`config.mk`:
```
export PLATFORM = sky130hd
export DESIGN_NAME = writeback_arbiter_flat
export DESIGN_NICKNAME = d
export VERILOG_FILES = /design/src/rtl/writeback_arbiter_pkg.sv /design/src/rtl/writeback_arbiter_if.sv /design/src/rtl/writeback_arbiter_wb_fifo.sv /design/src/rtl/writeback_arbiter.sv /design/src/flat_wrapper.sv
export SDC_FILE = /design/constraint.sdc
export NUM_CORES = 1
export LEC_CHECK = 0
export ABC_AREA = 1
export BUFFER_PORTS_ARGS = -buffer_cell sky130_fd_sc_hd__buf_2
export CORE_MARGIN = 1
export CORE_UTILIZATION = 63
export CTS_BUF_LIST = sky130_fd_sc_hd__clkbuf_8
export CTS_CLUSTER_DIAMETER = 200
export CTS_CLUSTER_SIZE = 30
export DETAILED_ROUTE_END_ITERATION = 10
export GPL_TIMING_DRIVEN = 0
export MAX_ROUTING_LAYER = met4
export PLACE_DENSITY_LB_ADDON = 0.25
export SETUP_SLACK_MARGIN = 0.3
export SYNTH_ARGS = -nofsm -noshare
export SYNTH_HDL_FRONTEND = slang
export SYNTH_SLANG_ARGS = --single-unit
export TNS_END_PERCENT = 5
```
`constraint.sdc`:
```
create_clock -name CLK -period 9.4 [get_ports CLK]
set_input_delay 1.88 -clock CLK [delete_from_list [all_inputs] [get_ports CLK]]
set_output_delay 1.88 -clock CLK [all_outputs]
set_load 0.005 [all_outputs]
```
`src/rtl/writeback_arbiter_pkg.sv`:
```
// Shared types and constants for the register-file writeback arbiter.
package writeback_arbiter_pkg;

    localparam int XLEN       = 32;
    localparam int REG_ADDR_W = 5;
    localparam int NUM_REGS   = 32;

    typedef logic [REG_ADDR_W-1:0] reg_addr_t;
    typedef logic [XLEN-1:0]       xword_t;
    typedef logic [NUM_REGS-1:0]   reg_mask_t;

    // One queued M-unit result.
    typedef struct packed {
        reg_addr_t rd;
        xword_t    data;
    } wb_entry_t;

    // One-hot mask for a register index; x0 never gets a bit.
    function automatic reg_mask_t reg_onehot(input reg_addr_t rd);
        reg_mask_t m;
        m = '0;
        for (int i = 1; i < NUM_REGS; i++) begin
            m[i] = (rd == REG_ADDR_W'(i));
        end
        return m;
    endfunction

endpackage

```
`src/rtl/writeback_arbiter_if.sv`:
```
// Writeback bus: execute path, M-unit results/issue, hazard check and RF write port.
interface writeback_arbiter_if;
    import writeback_arbiter_pkg::*;

    logic      pipe_valid;
    reg_addr_t pipe_rd;
    xword_t    pipe_data;

    logic      md_valid;
    logic      md_ready;
    reg_addr_t md_rd;
    xword_t    md_data;

    logic      issue_valid;
    reg_addr_t issue_rd;

    reg_addr_t chk_rs1;
    reg_addr_t chk_rs2;
    logic      hazard;
    reg_mask_t pending;

    logic      rf_we;
    reg_addr_t rf_rd;
    xword_t    rf_wdata;

    // Pipeline control / producers side.
    modport master (
        output pipe_valid, pipe_rd, pipe_data,
        output md_valid, md_rd, md_data,
        output issue_valid, issue_rd,
        output chk_rs1, chk_rs2,
        input  md_ready, hazard, pending,
        input  rf_we, rf_rd, rf_wdata
    );

    // The arbiter itself.
    modport slave (
        input  pipe_valid, pipe_rd, pipe_data,
        input  md_valid, md_rd, md_data,
        input  issue_valid, issue_rd,
        input  chk_rs1, chk_rs2,
        output md_ready, hazard, pending,
        output rf_we, rf_rd, rf_wdata
    );
endinterface

```
`src/rtl/writeback_arbiter_wb_fifo.sv`:
```
// Circular queue of M-unit results. Extra pointer MSB distinguishes full from empty.
module wb_fifo
    import writeback_arbiter_pkg::*;
#(
    parameter int DEPTH = 4
) (
    input  logic      clk,
    input  logic      rst_n,
    input  logic      push_i,
    input  wb_entry_t push_data_i,
    input  logic      pop_i,
    output wb_entry_t head_o,
    output logic      full_o,
    output logic      empty_o
);
    localparam int AW = $clog2(DEPTH);

    logic [AW:0] wptr_q, wptr_d;
    logic [AW:0] rptr_q, rptr_d;
    wb_entry_t   mem_q [DEPTH];
    logic        do_push, do_pop;

    assign empty_o = (wptr_q == rptr_q);
    assign full_o  = (wptr_q[AW] != rptr_q[AW]) && (wptr_q[AW-1:0] == rptr_q[AW-1:0]);
    assign head_o  = mem_q[rptr_q[AW-1:0]];

    // Push is refused when full even if a pop happens on the same edge.
    assign do_push = push_i && !full_o;
    assign do_pop  = pop_i && !empty_o;

    // Pointer advance; low bits wrap modulo DEPTH naturally.
    always_comb begin
        wptr_d = wptr_q;
        rptr_d = rptr_q;
        if (do_push) wptr_d = wptr_q + {{AW{1'b0}}, 1'b1};
        if (do_pop)  rptr_d = rptr_q + {{AW{1'b0}}, 1'b1};
    end

    // Pointer registers.
    always_ff @(posedge clk or negedge rst_n) begin
        if (!rst_n) begin
            wptr_q <= '0;
            rptr_q <= '0;
        end else begin
            wptr_q <= wptr_d;
            rptr_q <= rptr_d;
        end
    end

    // Storage; contents are don't-care until written so no reset.
    always_ff @(posedge clk) begin
        if (do_push) mem_q[wptr_q[AW-1:0]] <= push_data_i;
    end

endmodule

```
`src/rtl/writeback_arbiter.sv`:
```
// Merges execute-path and M-unit results into one registered RF write per cycle,
// and keeps the scoreboard of registers still owed by the M-unit.
module writeback_arbiter
    import writeback_arbiter_pkg::*;
#(
    parameter int DEPTH = 4
) (
    input  logic                CLK,
    input  logic                RSTn,
    writeback_arbiter_if.slave  bus
);
    wb_entry_t push_ent, head;
    logic      full, empty;
    logic      pipe_wr, push, pop;

    logic      rf_we_q, rf_we_d;
    reg_addr_t rf_rd_q, rf_rd_d;
    xword_t    rf_wdata_q, rf_wdata_d;
    reg_mask_t pending_q, pending_d;
    reg_mask_t set_vec, clr_vec;

    // x0 targets are non-writes: a pipe rd=0 does not block a pop, md rd=0 is dropped.
    assign pipe_wr  = bus.pipe_valid && (bus.pipe_rd != '0);
    assign push     = bus.md_valid && !full && (bus.md_rd != '0);
    assign pop      = !pipe_wr && !empty;
    assign push_ent = '{rd: bus.md_rd, data: bus.md_data};

    wb_fifo #(.DEPTH(DEPTH)) u_fifo (
        .clk        (CLK),
        .rst_n      (RSTn),
        .push_i     (push),
        .push_data_i(push_ent),
        .pop_i      (pop),
        .head_o     (head),
        .full_o     (full),
        .empty_o    (empty)
    );

    // Priority mux: execute path first, then queue head; idle holds address/data.
    always_comb begin
        rf_we_d    = 1'b0;
        rf_rd_d    = rf_rd_q;
        rf_wdata_d = rf_wdata_q;
        if (pipe_wr) begin
            rf_we_d    = 1'b1;
            rf_rd_d    = bus.pipe_rd;
            rf_wdata_d = bus.pipe_data;
        end else if (pop) begin
            rf_we_d    = 1'b1;
            rf_rd_d    = head.rd;
            rf_wdata_d = head.data;
        end
    end

    // Scoreboard: issue sets, pop clears, set wins on collision, x0 never pending.
    always_comb begin
        set_vec   = bus.issue_valid ? reg_onehot(bus.issue_rd) : '0;
        clr_vec   = pop ? reg_onehot(head.rd) : '0;
        pending_d = (pending_q & ~clr_vec) | set_vec;
        pending_d[0] = 1'b0;
    end

    // Output and scoreboard registers.
    always_ff @(posedge CLK or negedge RSTn) begin
        if (!RSTn) begin
            rf_we_q    <= 1'b0;
            rf_rd_q    <= '0;
            rf_wdata_q <= '0;
            pending_q  <= '0;
        end else begin
            rf_we_q    <= rf_we_d;
            rf_rd_q    <= rf_rd_d;
            rf_wdata_q <= rf_wdata_d;
            pending_q  <= pending_d;
        end
    end

    // Source operands or a second owner of an outstanding M-unit rd must stall.
    assign bus.hazard   = pending_q[bus.chk_rs1] | pending_q[bus.chk_rs2]
                        | (bus.issue_valid && pending_q[bus.issue_rd]);
    assign bus.pending  = pending_q;
    assign bus.md_ready = !full;
    assign bus.rf_we    = rf_we_q;
    assign bus.rf_rd    = rf_rd_q;
    assign bus.rf_wdata = rf_wdata_q;

endmodule

```
`src/flat_wrapper.sv`:
```
// flat-port wrapper written by rule: the top's interface ports become plain ports
module writeback_arbiter_flat import writeback_arbiter_pkg::*;
#(
    parameter int DEPTH = 4
)
  (CLK, RSTn, bus_pipe_valid, bus_pipe_rd, bus_pipe_data, bus_md_valid, bus_md_rd, bus_md_data, bus_issue_valid, bus_issue_rd, bus_chk_rs1, bus_chk_rs2, bus_md_ready, bus_hazard, bus_pending, bus_rf_we, bus_rf_rd, bus_rf_wdata);
  writeback_arbiter_if bus_i ();
  input  logic CLK;
  input  logic RSTn;
  input wire logic [$bits(bus_i.pipe_valid)-1:0] bus_pipe_valid;
  input wire logic [$bits(bus_i.pipe_rd)-1:0] bus_pipe_rd;
  input wire logic [$bits(bus_i.pipe_data)-1:0] bus_pipe_data;
  input wire logic [$bits(bus_i.md_valid)-1:0] bus_md_valid;
  input wire logic [$bits(bus_i.md_rd)-1:0] bus_md_rd;
  input wire logic [$bits(bus_i.md_data)-1:0] bus_md_data;
  input wire logic [$bits(bus_i.issue_valid)-1:0] bus_issue_valid;
  input wire logic [$bits(bus_i.issue_rd)-1:0] bus_issue_rd;
  input wire logic [$bits(bus_i.chk_rs1)-1:0] bus_chk_rs1;
  input wire logic [$bits(bus_i.chk_rs2)-1:0] bus_chk_rs2;
  output wire logic [$bits(bus_i.md_ready)-1:0] bus_md_ready;
  output wire logic [$bits(bus_i.hazard)-1:0] bus_hazard;
  output wire logic [$bits(bus_i.pending)-1:0] bus_pending;
  output wire logic [$bits(bus_i.rf_we)-1:0] bus_rf_we;
  output wire logic [$bits(bus_i.rf_rd)-1:0] bus_rf_rd;
  output wire logic [$bits(bus_i.rf_wdata)-1:0] bus_rf_wdata;
  assign bus_i.pipe_valid = bus_pipe_valid;
  assign bus_i.pipe_rd = bus_pipe_rd;
  assign bus_i.pipe_data = bus_pipe_data;
  assign bus_i.md_valid = bus_md_valid;
  assign bus_i.md_rd = bus_md_rd;
  assign bus_i.md_data = bus_md_data;
  assign bus_i.issue_valid = bus_issue_valid;
  assign bus_i.issue_rd = bus_issue_rd;
  assign bus_i.chk_rs1 = bus_chk_rs1;
  assign bus_i.chk_rs2 = bus_chk_rs2;
  assign bus_md_ready = bus_i.md_ready;
  assign bus_hazard = bus_i.hazard;
  assign bus_pending = bus_i.pending;
  assign bus_rf_we = bus_i.rf_we;
  assign bus_rf_rd = bus_i.rf_rd;
  assign bus_rf_wdata = bus_i.rf_wdata;
  writeback_arbiter #(.DEPTH(DEPTH)) u_core (.CLK(CLK), .RSTn(RSTn), .bus(bus_i));
endmodule
```
# ---- After elaboration in Yosys (flattened, before gate mapping)
# Memory sizes are Yosys's and may differ from the RTL's.
# Cells that the tools add are included.
dict set report totals {
  elab_cells 112
  register_bits 75
  mem_count 1
  out_inout_bits 72
  ramBits 148
}
dict set report classes {
  mux 16
  n_addsub 2
  eq_ne 65
  magnitude_cmp 3
  n_reduce_logical 14
  bitwise 5
}
# memory words word_bits rd rd_clocked_by_memory_dff write_ports line
set memory_table {}
lappend memory_table {u_core.u_fifo.mem_q 4 37 1 0 1 writeback_arbiter_wb_fifo.sv:20} ;# wb_entry_t mem_q [DEPTH];
# operator count
set ops {}
lappend ops {{5-bit equality test, second input constant} 32}
lappend ops {{32-bit 2-to-1 mux} 4}
lappend ops {{5-bit by 4-bit equality test with 1-bit output, second input constant} 16}
lappend ops {{5-bit by 3-bit equality test with 1-bit output, second input constant} 8}
lappend ops {{32-bit AND} 1}
lappend ops {{32-bit NOT} 1}
lappend ops {{32-bit bitwise OR} 1}
lappend ops {{5-bit by 2-bit equality test with 1-bit output, second input constant} 4}
lappend ops {{5-bit by 6-bit < comparator with 1-bit output, second input constant} 3}
lappend ops {{1-bit binary-select mux with 5-bit select} 3}
lappend ops {{5-bit by 1-bit equality test with 1-bit output, second input constant} 2}
lappend ops {{5-bit 2-to-1 mux} 2}
lappend ops {{5-bit nonzero test} 2}
lappend ops {{1-bit logical AND} 8}
lappend ops {{1-bit 2-to-1 mux} 7}
lappend ops {{3-bit by 1-bit adder with 3-bit output, second input constant} 2}
lappend ops {{3-bit equality test} 1}
lappend ops {{1-bit zero test} 3}
lappend ops {{2-bit equality test} 1}
lappend ops {{1-bit bitwise OR} 2}
lappend ops {{2-bit nonzero test} 1}
lappend ops {{1-bit != test} 1}

# ---- Logic depth before layout (Yosys ltp)
dict set report logic_depth {
  ltp_word 8
  ltp_mapped 13
  depth_no_buf 11
}

# ---- By module
# Synthesis repeated with hierarchy kept, for this count alone.
dict set report unflattened {
  hier_cells 1028
  hier_area_um2 9998.3
}
# mod cells_per_inst seq_area_each_um2 n_inst area_each_um2
set modules_own_cells {}
lappend modules_own_cells {wb_fifo 418 4594.4 1 5919.4}
lappend modules_own_cells {writeback_arbiter 610 1726.7 1 4078.9}

# ---- Least setup slack after synthesis
# No wires, ideal clock.
dict set report synth_timing {
  kind {in2out}
  start {in bus_issue_rd[0]}
  end {out bus_hazard}
  n_path_buf 1
  path_stages 12
  arrival_ns 2.925
  path_slack_ns 4.595
  cell_sequence {clkbuf_1 nor2_1 inv_1 nor2_1 nor2_1 nand2_1 nand2_1 nand2_1 nor2_1 nor2_1 nor2_1 nand2_1}
}
dict set report synth_between {
  elab_chain_cells 4
}
# element line
set synth_rtl {}
lappend synth_rtl {{start, declared} flat_wrapper.sv:17} ;# input wire logic [$bits(bus_i.issue_rd)-1:0] bus_issue_rd;
lappend synth_rtl {{1-bit binary-select mux with 5-bit select} writeback_arbiter.sv:80} ;# | (bus.issue_valid && pending_q[bus.issue_rd]);
lappend synth_rtl {{1-bit 2-to-1 mux (not written as such)} writeback_arbiter.sv:80}
lappend synth_rtl {{1-bit logical AND} writeback_arbiter.sv:80}
lappend synth_rtl {{1-bit bitwise OR} writeback_arbiter.sv:80}
lappend synth_rtl {{end, declared} flat_wrapper.sv:21} ;# output wire logic [$bits(bus_i.hazard)-1:0] bus_hazard;
# Every way passes these cells. The select of a mux whose other input is x is not followed.

# ---- Worst setup path in the final report
# Ends and elaborated chain as after synthesis.

==> impl_metrics.csv <==
group,metric,value,unit
status,status,"finished clean",
cts,cts.sinks,223,
cts,cts_tree,"built",
cts,root_buffer,"clkbuf_8",
route,met3_length,2340,µm
final_layout,drive_gt1_share,17.5,%
job,cap_violations,0,
timing,finalClockSkew,0.0431,ns
final_layout,final_util,74.4,%
placement,io_buffers,158,
synthesis,synth_fp_nets,1172,
power_and_ir_drop,p_leak,4.95,nW
global_routing,grt_overflow_total,0,
timing,slew_headroom,53.8,%
final_layout,nets,1348,
synthesis,synthCells,1073,
critical_path,crit_fanout,7,
critical_path,critPathLaunchType,"primary input",
cts,clk_latency,0.52,ns
timing,rsz0062_at_grt,"false",
timing,finalHoldViolations,0,
timing,fmax,0.190,GHz
route,drt_iter0_drc,752,
synthesis,ys_ff_latch,223,
cts,postCtsHoldBufs,0,
route,routedWlPerCell,18.3,µm
global_routing,first_global_vias,7993,
synthesis,yosysUniqueCellTypes,38,
worst_hold_path,min_path_type,"reg -> reg",
cts,postCtsSetupBuffers,0,
power_and_ir_drop,pwr_density_cell,292,nW/µm²
route,drcViolationCount,0,
final_layout,fillers,1165,
timing,drv_slew,0,
synthesis,synth_area,10100,µm²
critical_path,critPathKind,"in -> out",
synthesis,syn_area_per_cell,9.39,µm²
global_routing,grt_use_total,34.0,%
timing,worst_pin_slew,0.693,ns
synthesis,yosysWarningCount,0,
global_routing,antenna_found_initial,2,
critical_path,crit_arrival,3.39,ns
route,dr.pass1.iters,5,
route,num_vias,8414,
floorplan,ioPinCount,166,
floorplan,num_rows,45,
route,drt-met1-wl,10700,µm
cts,cts_buffer_depth,3,
placement,globalplace.congestion,0.909,
global_routing,grt_pass1_wl,41300,µm
floorplan,core_region_area,15400,µm²
final_layout,layout_commonest_cell,"nand2_1",
final_layout,area_delta_synth_final,13.9,%
cts,cts_buffers,11,
timing,worst_slack,4.13,ns
floorplan,die_w,128,µm
power_and_ir_drop,irDropWorstVdd,0.000196,V
timing,tns,0,ns
cts,htree_levels,1,
route,routed_wl,26800,µm
route,wl_met2,13000,µm
route,ant_nets,0,
synthesis,synth_seq_area_share,62.7,%
global_routing,grt_start_max_net_pins,51,
critical_path,r2r_slack,6.89,ns
critical_path,required,7.52,ns
timing,min_period_over_period,56.1,%
cts,post_cts_resized,0,
floorplan,die_y,128,µm
final_layout,final_cell_mix,"nand2_1, buf_2, edfxtp_1",
timing,min_period,5.27,ns
placement,dp_slack,4.16,ns
placement,dp_hpwl,18600,µm
floorplan,design.die.area,16500,µm²
critical_path,end_kind,"output pin",
floorplan,start_util,65.3,%
route,top_layer,"met4",
timing,setup_viol,0,
route,vias_per_cell,5.74,
cts,path_clk_slew,0.17,ns
state kept, by name (all words and copies together) (netlist names):
register	count
u_core.bus.rf_we	1
u_core.u_fifo.mem_q	148
u_core.u_fifo.wptr_q	3
u_core.bus.rf_wdata	32
u_core.bus.rf_rd	5
u_core.bus.pending	31
u_core.u_fifo.rptr_q	3
where the power goes:
part           switching [mW]  total (mW)  internal (mW)  leakage [nW]
Clock                   0.292       0.408          0.117         0.116
Combinational           0.898        1.38          0.478          2.58
Sequential              0.211        1.57           1.36          2.26
layer usage:
layer	vias to the layer above	GRT usage, %
met4	0	9.97
met1	3990	45.1
met2	452	55.2
li1	3916	-
met5	-	-
met3	56	4.82
worst paths after layout:
check                                        start                         to  cells past startpoint
min in group asynchronous                     RSTn    u_core.bus.rf_wdata[27]                      1
hold / removal             u_core.bus.rf_wdata[21]    u_core.bus.rf_wdata[21]                      2
setup / recovery                   bus_issue_rd[0]                 bus_hazard                     13
setup reg to reg           u_core.u_fifo.rptr_q[1]  u_core.u_fifo.mem_q[0][7]                      8
max in group asynchronous                     RSTn      u_core.bus.pending[4]                      2
hold reg to reg            u_core.bus.rf_wdata[21]    u_core.bus.rf_wdata[21]                      2
cells by family (layout without fill, tap and decap cells):
| group | count (synthesis) | in the layout | share of synthesized area [%] |
|---|---|---|---|
| XOR/XNOR | 5 | 5 | 0.509 |
| flip-flops | 223 | 223 | 62.7 |
| buffers and inverters | 113 | 293 | 4.80 |
| AND/OR/NAND/NOR | 585 | 585 | 23.6 |
| AO/OA/AOI/OAI | 141 | 141 | 7.76 |
| adder cells (fa/ha/maj) | 5 | 5 | 0.621 |
| other | 1 | 3 | 0.0372 |
synthesized netlist by cell type:
| cell | n | area, µm² |
|---|---|---|
| nor2_8 | 1 | 20.0 |
| buf_2 | 16 | 80.1 |
| buf_1 | 1 | 3.75 |
| clkinv_1 | 2 | 7.51 |
| inv_4 | 1 | 6.26 |
| a32oi_1 | 1 | 8.76 |
| nand4_1 | 5 | 31.3 |
| a21oi_1 | 20 | 100 |
| nand2_2 | 3 | 18.8 |
| nand3_2 | 1 | 10.0 |
| xor2_2 | 1 | 16.3 |
| o211ai_1 | 7 | 52.6 |
| nor2_4 | 1 | 11.3 |
| xnor2_1 | 1 | 8.76 |
| xor2_1 | 3 | 26.3 |
| nor2_1 | 135 | 507 |
| buf_6 | 1 | 11.3 |
| conb_1 | 1 | 3.75 |
| nand2b_1 | 1 | 6.26 |
| a21oi_2 | 1 | 8.76 |
| o21ai_0 | 73 | 365 |
| dfrtp_1 | 75 | 1880 |
| nand2_1 | 350 | 1310 |
| nor3_1 | 2 | 10.0 |
| clkbuf_1 | 26 | 97.6 |
| inv_1 | 55 | 206 |
| nand4_2 | 1 | 12.5 |
| nand3_1 | 83 | 415 |
| a32o_1 | 3 | 30.0 |
| o22ai_1 | 29 | 181 |
| inv_2 | 5 | 18.8 |
| ha_1 | 5 | 62.6 |
| buf_4 | 5 | 37.5 |
| nand2_4 | 1 | 11.3 |
| nor2_2 | 1 | 6.26 |
| buf_8 | 1 | 15.0 |
| o21ai_1 | 7 | 35.0 |
| edfxtp_1 | 148 | 4440 |
worst max-delay path, stage by stage:
cell      delay [ns]
clkbuf_1        0.15
nor2_1          0.43
inv_1           0.23
nor2_1          0.14
nor2_1          0.05
nand2_1         0.06
nand2_1         0.06
nand2_1         0.07
nor2_1          0.04
nor2_1          0.08
nor2_1          0.04
nand2_1         0.05
buf_2           0.10
area by class of cell:
type                    count  area, µm²  share of cell area, %
multi-input cells         737       3300                   28.8
plain buffers              50        245                   2.14
clock inverters             6       38.8                  0.338
repair buffers            163        908                   7.92
diodes                      2       5.00                 0.0436
inverters                  63        239                   2.08
well taps                 211        264                   2.30
flip-flops and latches    223       6320                   55.1
clock buffers              11        151                   1.32
through the flow:
step           hold WS (ns)  power [mW]  area [µm²]  cells
6_report              0.523        3.35       11500   1466
5_1_grt               0.550        3.56       11500   1466
4_1_cts               0.522        3.34       11500   1464
3_5_place_dp          0.484        2.95       11300   1447
3_3_place_gp          0.467        2.86       11100   1442
2_1_floorplan         0.472        2.36       10100   1073
Power figures use the tool's default switching activity.
